`src/rtl/imm_ext_arbiter.sv`:
```
// Round-robin arbiter sharing one 16-to-32-bit immediate extender between two
// requesters, with a one-entry registered result slot and per-port grant counters.
module imm_ext_arbiter #(
    parameter int IN_W  = 16,
    parameter int OUT_W = 32,
    parameter int CNT_W = 8
) (
    input  logic             clk,
    input  logic             rst,
    input  logic             req0_valid,
    output logic             req0_ready,
    input  logic [IN_W-1:0]  req0_imm,
    input  logic [1:0]       req0_mode,
    input  logic             req1_valid,
    output logic             req1_ready,
    input  logic [IN_W-1:0]  req1_imm,
    input  logic [1:0]       req1_mode,
    output logic             rsp_valid,
    input  logic             rsp_ready,
    output logic [OUT_W-1:0] rsp_data,
    output logic             rsp_id,
    output logic [CNT_W-1:0] grant_cnt0,
    output logic [CNT_W-1:0] grant_cnt1
);

    localparam int EXT_W = OUT_W - IN_W;

    typedef enum logic {
        ST_EMPTY = 1'b0,
        ST_FULL  = 1'b1
    } state_t;

    // Extension modes: 00 sign, 01 zero, 10 upper half, 11 sign-extended word offset.
    function automatic logic [OUT_W-1:0] extend_imm(input logic [IN_W-1:0] imm,
                                                    input logic [1:0]      mode);
        logic [OUT_W-1:0] sext;
        logic [OUT_W-1:0] res;
        sext = {{EXT_W{imm[IN_W-1]}}, imm};
        case (mode)
            2'b00:   res = sext;
            2'b01:   res = {{EXT_W{1'b0}}, imm};
            2'b10:   res = {{EXT_W{1'b0}}, imm} << EXT_W;
            2'b11:   res = sext << 2;
            default: res = {OUT_W{1'b0}};
        endcase
        return res;
    endfunction

    function automatic logic [CNT_W-1:0] sat_inc(input logic [CNT_W-1:0] cnt);
        logic [CNT_W-1:0] res;
        if (cnt == {CNT_W{1'b1}}) begin
            res = cnt;
        end else begin
            res = cnt + {{(CNT_W-1){1'b0}}, 1'b1};
        end
        return res;
    endfunction

    state_t           state_r;
    logic             rsp_valid_r;
    logic [OUT_W-1:0] rsp_data_r;
    logic             rsp_id_r;
    logic             last_grant_r;
    logic [CNT_W-1:0] grant_cnt0_r;
    logic [CNT_W-1:0] grant_cnt1_r;

    logic             slot_free_s;
    logic             win0_s;
    logic             win1_s;
    logic             gnt0_s;
    logic             gnt1_s;
    logic             grant_s;
    logic [IN_W-1:0]  sel_imm_s;
    logic [1:0]       sel_mode_s;
    logic [OUT_W-1:0] ext_s;

    // Slot availability and round-robin winner; readies held low during reset.
    always_comb begin
        slot_free_s = 1'b0;
        win0_s      = 1'b0;
        win1_s      = 1'b0;
        if (state_r == ST_EMPTY) begin
            slot_free_s = 1'b1;
        end else begin
            slot_free_s = rsp_ready;
        end
        // A tie goes to whichever port was not granted most recently.
        if (req0_valid && req1_valid) begin
            win0_s = last_grant_r;
            win1_s = ~last_grant_r;
        end else begin
            win0_s = req0_valid;
            win1_s = req1_valid;
        end
        gnt0_s  = slot_free_s & win0_s & ~rst;
        gnt1_s  = slot_free_s & win1_s & ~rst;
        grant_s = gnt0_s | gnt1_s;
    end

    // Operand mux feeding the single shared extender.
    always_comb begin
        sel_imm_s  = req0_imm;
        sel_mode_s = req0_mode;
        if (gnt1_s) begin
            sel_imm_s  = req1_imm;
            sel_mode_s = req1_mode;
        end else begin
            sel_imm_s  = req0_imm;
            sel_mode_s = req0_mode;
        end
        ext_s = extend_imm(sel_imm_s, sel_mode_s);
    end

    // Output slot FSM with registered result, id and round-robin pointer.
    always_ff @(posedge clk) begin
        if (rst) begin
            state_r      <= ST_EMPTY;
            rsp_valid_r  <= 1'b0;
            rsp_data_r   <= {OUT_W{1'b0}};
            rsp_id_r     <= 1'b0;
            last_grant_r <= 1'b1;
        end else begin
            case (state_r)
                ST_EMPTY: begin
                    if (grant_s) begin
                        state_r      <= ST_FULL;
                        rsp_valid_r  <= 1'b1;
                        rsp_data_r   <= ext_s;
                        rsp_id_r     <= gnt1_s;
                        last_grant_r <= gnt1_s;
                    end else begin
                        state_r     <= ST_EMPTY;
                        rsp_valid_r <= 1'b0;
                    end
                end
                ST_FULL: begin
                    if (grant_s) begin
                        state_r      <= ST_FULL;
                        rsp_valid_r  <= 1'b1;
                        rsp_data_r   <= ext_s;
                        rsp_id_r     <= gnt1_s;
                        last_grant_r <= gnt1_s;
                    end else if (rsp_ready) begin
                        state_r     <= ST_EMPTY;
                        rsp_valid_r <= 1'b0;
                    end else begin
                        state_r     <= ST_FULL;
                        rsp_valid_r <= 1'b1;
                    end
                end
                default: begin
                    state_r     <= ST_EMPTY;
                    rsp_valid_r <= 1'b0;
                end
            endcase
        end
    end

    // Saturating per-port grant counters.
    always_ff @(posedge clk) begin
        if (rst) begin
            grant_cnt0_r <= {CNT_W{1'b0}};
            grant_cnt1_r <= {CNT_W{1'b0}};
        end else begin
            if (gnt0_s) begin
                grant_cnt0_r <= sat_inc(grant_cnt0_r);
            end else begin
                grant_cnt0_r <= grant_cnt0_r;
            end
            if (gnt1_s) begin
                grant_cnt1_r <= sat_inc(grant_cnt1_r);
            end else begin
                grant_cnt1_r <= grant_cnt1_r;
            end
        end
    end

    assign req0_ready = gnt0_s;
    assign req1_ready = gnt1_s;
    assign rsp_valid  = rsp_valid_r;
    assign rsp_data   = rsp_data_r;
    assign rsp_id     = rsp_id_r;
    assign grant_cnt0 = grant_cnt0_r;
    assign grant_cnt1 = grant_cnt1_r;

endmodule

```
`config.mk`:
```
export PLATFORM = sky130hd
export DESIGN_NAME = imm_ext_arbiter
export DESIGN_NICKNAME = d
export VERILOG_FILES = /design/src/rtl/imm_ext_arbiter.sv
export SDC_FILE = /design/constraint.sdc
export NUM_CORES = 1
export LEC_CHECK = 0
export ABC_AREA = 1
export BUFFER_PORTS_ARGS = -buffer_cell sky130_fd_sc_hd__buf_4
export CAP_MARGIN = 40
export CORE_ASPECT_RATIO = 2
export CORE_UTILIZATION = 30
export CTS_CLUSTER_SIZE = 20
export DETAILED_ROUTE_END_ITERATION = 8
export GPL_TIMING_DRIVEN = 0
export PLACE_DENSITY = 0.54
export SLEW_MARGIN = 15
export SYNTH_ARGS = -nofsm -noshare
export SYNTH_HDL_FRONTEND = slang
export SYNTH_SLANG_ARGS = --single-unit
```
`constraint.sdc`:
```
create_clock -name clk -period 2.4 [get_ports clk]
set_input_delay 0.72 -clock clk [delete_from_list [all_inputs] [get_ports clk]]
set_output_delay 0.72 -clock clk [all_outputs]
set_load 0.02 [all_outputs]
```
==> impl_metrics.csv <==
group,metric,value,unit
synth,ys_ff_latch,51,
clock_tree,clock_sinks,51,
pwr,switching_share,0.2938,
clock_tree,cts_max_path_buffers,2,
critical_path,worst-path-stages,6,
pwr,leakage,0.001784,uW
synth,synthAdderAreaFrac,0.009091,
clock_tree,path_clk_slew,0.07,ns
critical_path,crit_top_cell,"buf_4",
floorplanning,start_util,0.3075,
synth,async_flop_share,0,
critical_path,critPathLaunch,"req1_valid",
critical_path,worst_ep_arrival_time,1.54,ns
synth,synth-simple-area-share,0.3614,
routing,ant_nets,0,
min_path,hold_path_class,"reg2reg",
critical_path,reg2reg_depth,8,
pwr,share_comb_of_total_power,0.239,
critical_path,r2r_setup_slack,0.66,ns
synth,synth_flop_cell,"dfxtp_1",
critical_path,cp_top_family,"buffers and inverters",
synth,postSynthAreaPerCell,6.797,sq um
synth,yosysTopAreaCell,"dfxtp_1",
critical_path,rr_startpoint,"grant_cnt1[0]$_SDFFE_PP0P_",
synth,ys_seq_area_frac,0.3709,
timing,setup_ws,0.1421,ns
place,placement.io_buffers,91,
clock_tree,clock_latency,0.29,ns
cells_and_area,num_antenna_cells,0,
place,dp_hpwl,7.023,mm
critical_path,worstReg2RegEnd,"grant_cnt1[0]$_SDFFE_PP0P_",
routing,via_per_inst,4.800,
routing,vias,2904,
pwr,p_sw,721.1,uW
timing,setup_viol,0,
critical_path,worstPathRequired,1.68,ns
timing,worstMarginPinSlew,0.5905,ns
timing,rsz0062_at_grt,"no",
critical_path,path_max_fanout,15,
floorplanning,coreArea,8951,sq um
floorplanning,fp-row-count,49,
synth,synth_commonest_cells,"nand2_1 (131), dfxtp_1 (51), a21oi_1 (40)",
critical_path,worstSetupStartpointType,"input pin",
synth,synth-xor-area-share,0.02227,
cells_and_area,postLayoutCoreUtil,0.4195,
synth,muxShareOfSynthArea,0,
floorplanning,fp.dieH,137.5,um
synth,ys_types,31,
clock_tree,numCtsBuffers,5,
global_routing,overflow,0,
global_routing,grt_start_max_net_pins,16,
routing,firstDrtPassIters,6,
timing,drv_slew,0,
critical_path,critPathKind,"in2out",
synth,synth_top_family_by_area,"simple AND/OR/NAND/NOR gates",
global_routing,grt_pass1_vias,2898,
timing,finalHoldViolCount,0,
floorplanning,die_area,9585,sq um
synth,synth.most_common_cell,"nand2_1",
timing,finalSetupTns,0,ns
critical_path,worstSetupEndpoint,"req1_ready",
synth,ys_warn_count,0,
critical_path,worstPathCellList,"buf_4 > inv_1 > nor2_8 > nand3_4 > inv_4 > buf_4",
synth,synth_fp_nets,448,
pwr,pwr-share-seq,0.385,
cells_and_area,seqCellArea,1021,sq um
floorplanning,ioPinCount,93,
timing,whs,0.4672,ns
pwr,internal-power,1733,uW
clock_tree,htree_levels,2,
critical_path,slowest_delay,0.19,ns
floorplanning,die_w,69.73,um
global_routing,grt_use_total,0.1939,
critical_path,slowest_stage,"inv_4",
synth,yosys.area.top_type_share,0.3709,
clock_tree,cts_tree,"yes",
pwr,ir_worst_vdd,0.0003330,V
cells_and_area,finalNetCount,545,
clock_tree,root_buffer,"clkbuf_16",
timing,fin_crit_sh,0.9408,
global_routing,antenna_found_initial,0,
cells_and_area,multi_input_area,1484,sq um
run,cap_violations,0,
synth,synth_compound_area_frac,0.1445,
global_routing,grt_pass1_wl,14.35,mm
critical_path,crit_buf_inv,4,
pwr,powerDensity,653.7,nW/um^2
routing,wl,8.836,mm
routing,drt-wirelength-per-cell,14.60,um
cells_and_area,nFillCells,967,
timing,max_freq,0.4429,GHz
timing,fin_worst_skew,0.005403,ns
synth,synth_edf_count,0,
place,gp_congestion,0.8224,
cells_and_area,area_growth,36.41,%
pwr,p_clk_frac,0.376,
outcome,outcome,"completed",
synth,netlist_area,2753,sq um
place,place_inst,598,
place,preCtsSetupSlack,-0.1442,ns
cells_and_area,drive_gt1_frac,0.2982,
routing,drc,0,
timing,period_minus_slack,2.258,ns
timing,timing.slew.headroom,0.6063,
synth,synth_area_leaders,"dfxtp_1 (37%), nand2_1 (18%), a21oi_1 (7.3%)",
routing,initialDrtViolationCount,115,
cells_and_area,fin_cells,605,
synth,synth_cells,405,
critical_path,endpoint_kind,"primary output",
cell usage in the layout (no fill, tap or decap), types with 8 or more instances in the layout:
cell type and n:
a21oi_1 40, buf_4 96, clkbuf_1 8, dfxtp_1 51
inv_1 29, nand2_1 129, nand2_2 9, nand3_1 17
nand4_1 8, nor2_1 19, nor2_2 20, o21ai_0 33
state kept, by name, indices dropped and copies added (netlist names):
| name | cells |
|---|---|
| rsp_data | 32 |
| grant_cnt0 | 8 |
| grant_cnt1 | 8 |
| last_grant_r | 1 |
| rsp_id | 1 |
| rsp_valid | 1 |
worst min path at each step:
stage                         startpoint                   endpoint  cells past startpoint
3_3_place_gp    rsp_data[1]$_SDFFE_PP0P_   rsp_data[1]$_SDFFE_PP0P_                      2
3_5_place_dp    rsp_data[0]$_SDFFE_PP0P_   rsp_data[0]$_SDFFE_PP0P_                      2
5_1_grt         rsp_data[0]$_SDFFE_PP0P_   rsp_data[0]$_SDFFE_PP0P_                      2
4_1_cts         rsp_data[0]$_SDFFE_PP0P_   rsp_data[0]$_SDFFE_PP0P_                      2
6_report        rsp_data[0]$_SDFFE_PP0P_   rsp_data[0]$_SDFFE_PP0P_                      2
2_1_floorplan  last_grant_r$_SDFFE_PP1P_  last_grant_r$_SDFFE_PP1P_                      2
routing by layer:
| layer | part of all wire | routed length (um) | track usage | vias up |
|---|---|---|---|---|
| met2 | 0.56 | 4916 | 0.3846 | 91 |
| met1 | 0.37 | 3265 | 0.1915 | 1314 |
| met5 | 0 | 0 | 0 | - |
| met3 | 0.046 | 404 | 0.03658 | 13 |
| met4 | 0.028 | 249 | 0.08444 | 0 |
| li1 | - | - | - | 1486 |
cell families (layout without fill, tap and decap cells):
logic type,count (synthesis),count (layout)
AOI/OAI and AO/OA,78,78
DFF,51,51
xor gates and xnor gates,7,7
adders and majority gates,2,2
and+or+nand+nor,214,214
buffers and inverters,53,151
final cells by class:
class	count	area share
Buffer	19	0.03232
Clock buffer	6	0.03432
Clock inverter	2	0.01599
Inverter	33	0.03432
Multi-Input combinational cell	301	0.3952
Sequential cell	51	0.2719
Tap cell	102	0.03399
Timing Repair Buffer	91	0.1819
through the flow:
step / total power, uW / instance area [sq um]
floorplan: 1311 / 2753
global placement: 1550 / 3563
detailed placement: 1554 / 3563
CTS: 2484 / 3752
global route: 2579 / 3755
finish: 2455 / 3755
power by group through the flow:
stage	combinational (uW)	sequential, uW	clock (uW)
global route	647	954	978
finish	586	946	923
global placement	586	964	0
floorplan	282	1030	0
CTS	593	946	945
detailed placement	591	964	0
worst reg2reg max path, stage by stage (launching register included):
cell	delay (ns)
dfxtp_1	0.43
ha_1	0.20
inv_1	0.07
nor3_2	0.25
nand3_1	0.10
nand2_1	0.22
inv_2	0.15
o21ai_0	0.16
a21oi_1	0.05
repair_timing:
item,in CTS,in global routing
hold buffers,0,0
gates resized for setup,2,2
endpoints found under the setup margin,1,1
buffers inserted,0,0
No activity file was read; power rests on OpenSTA's default activity.
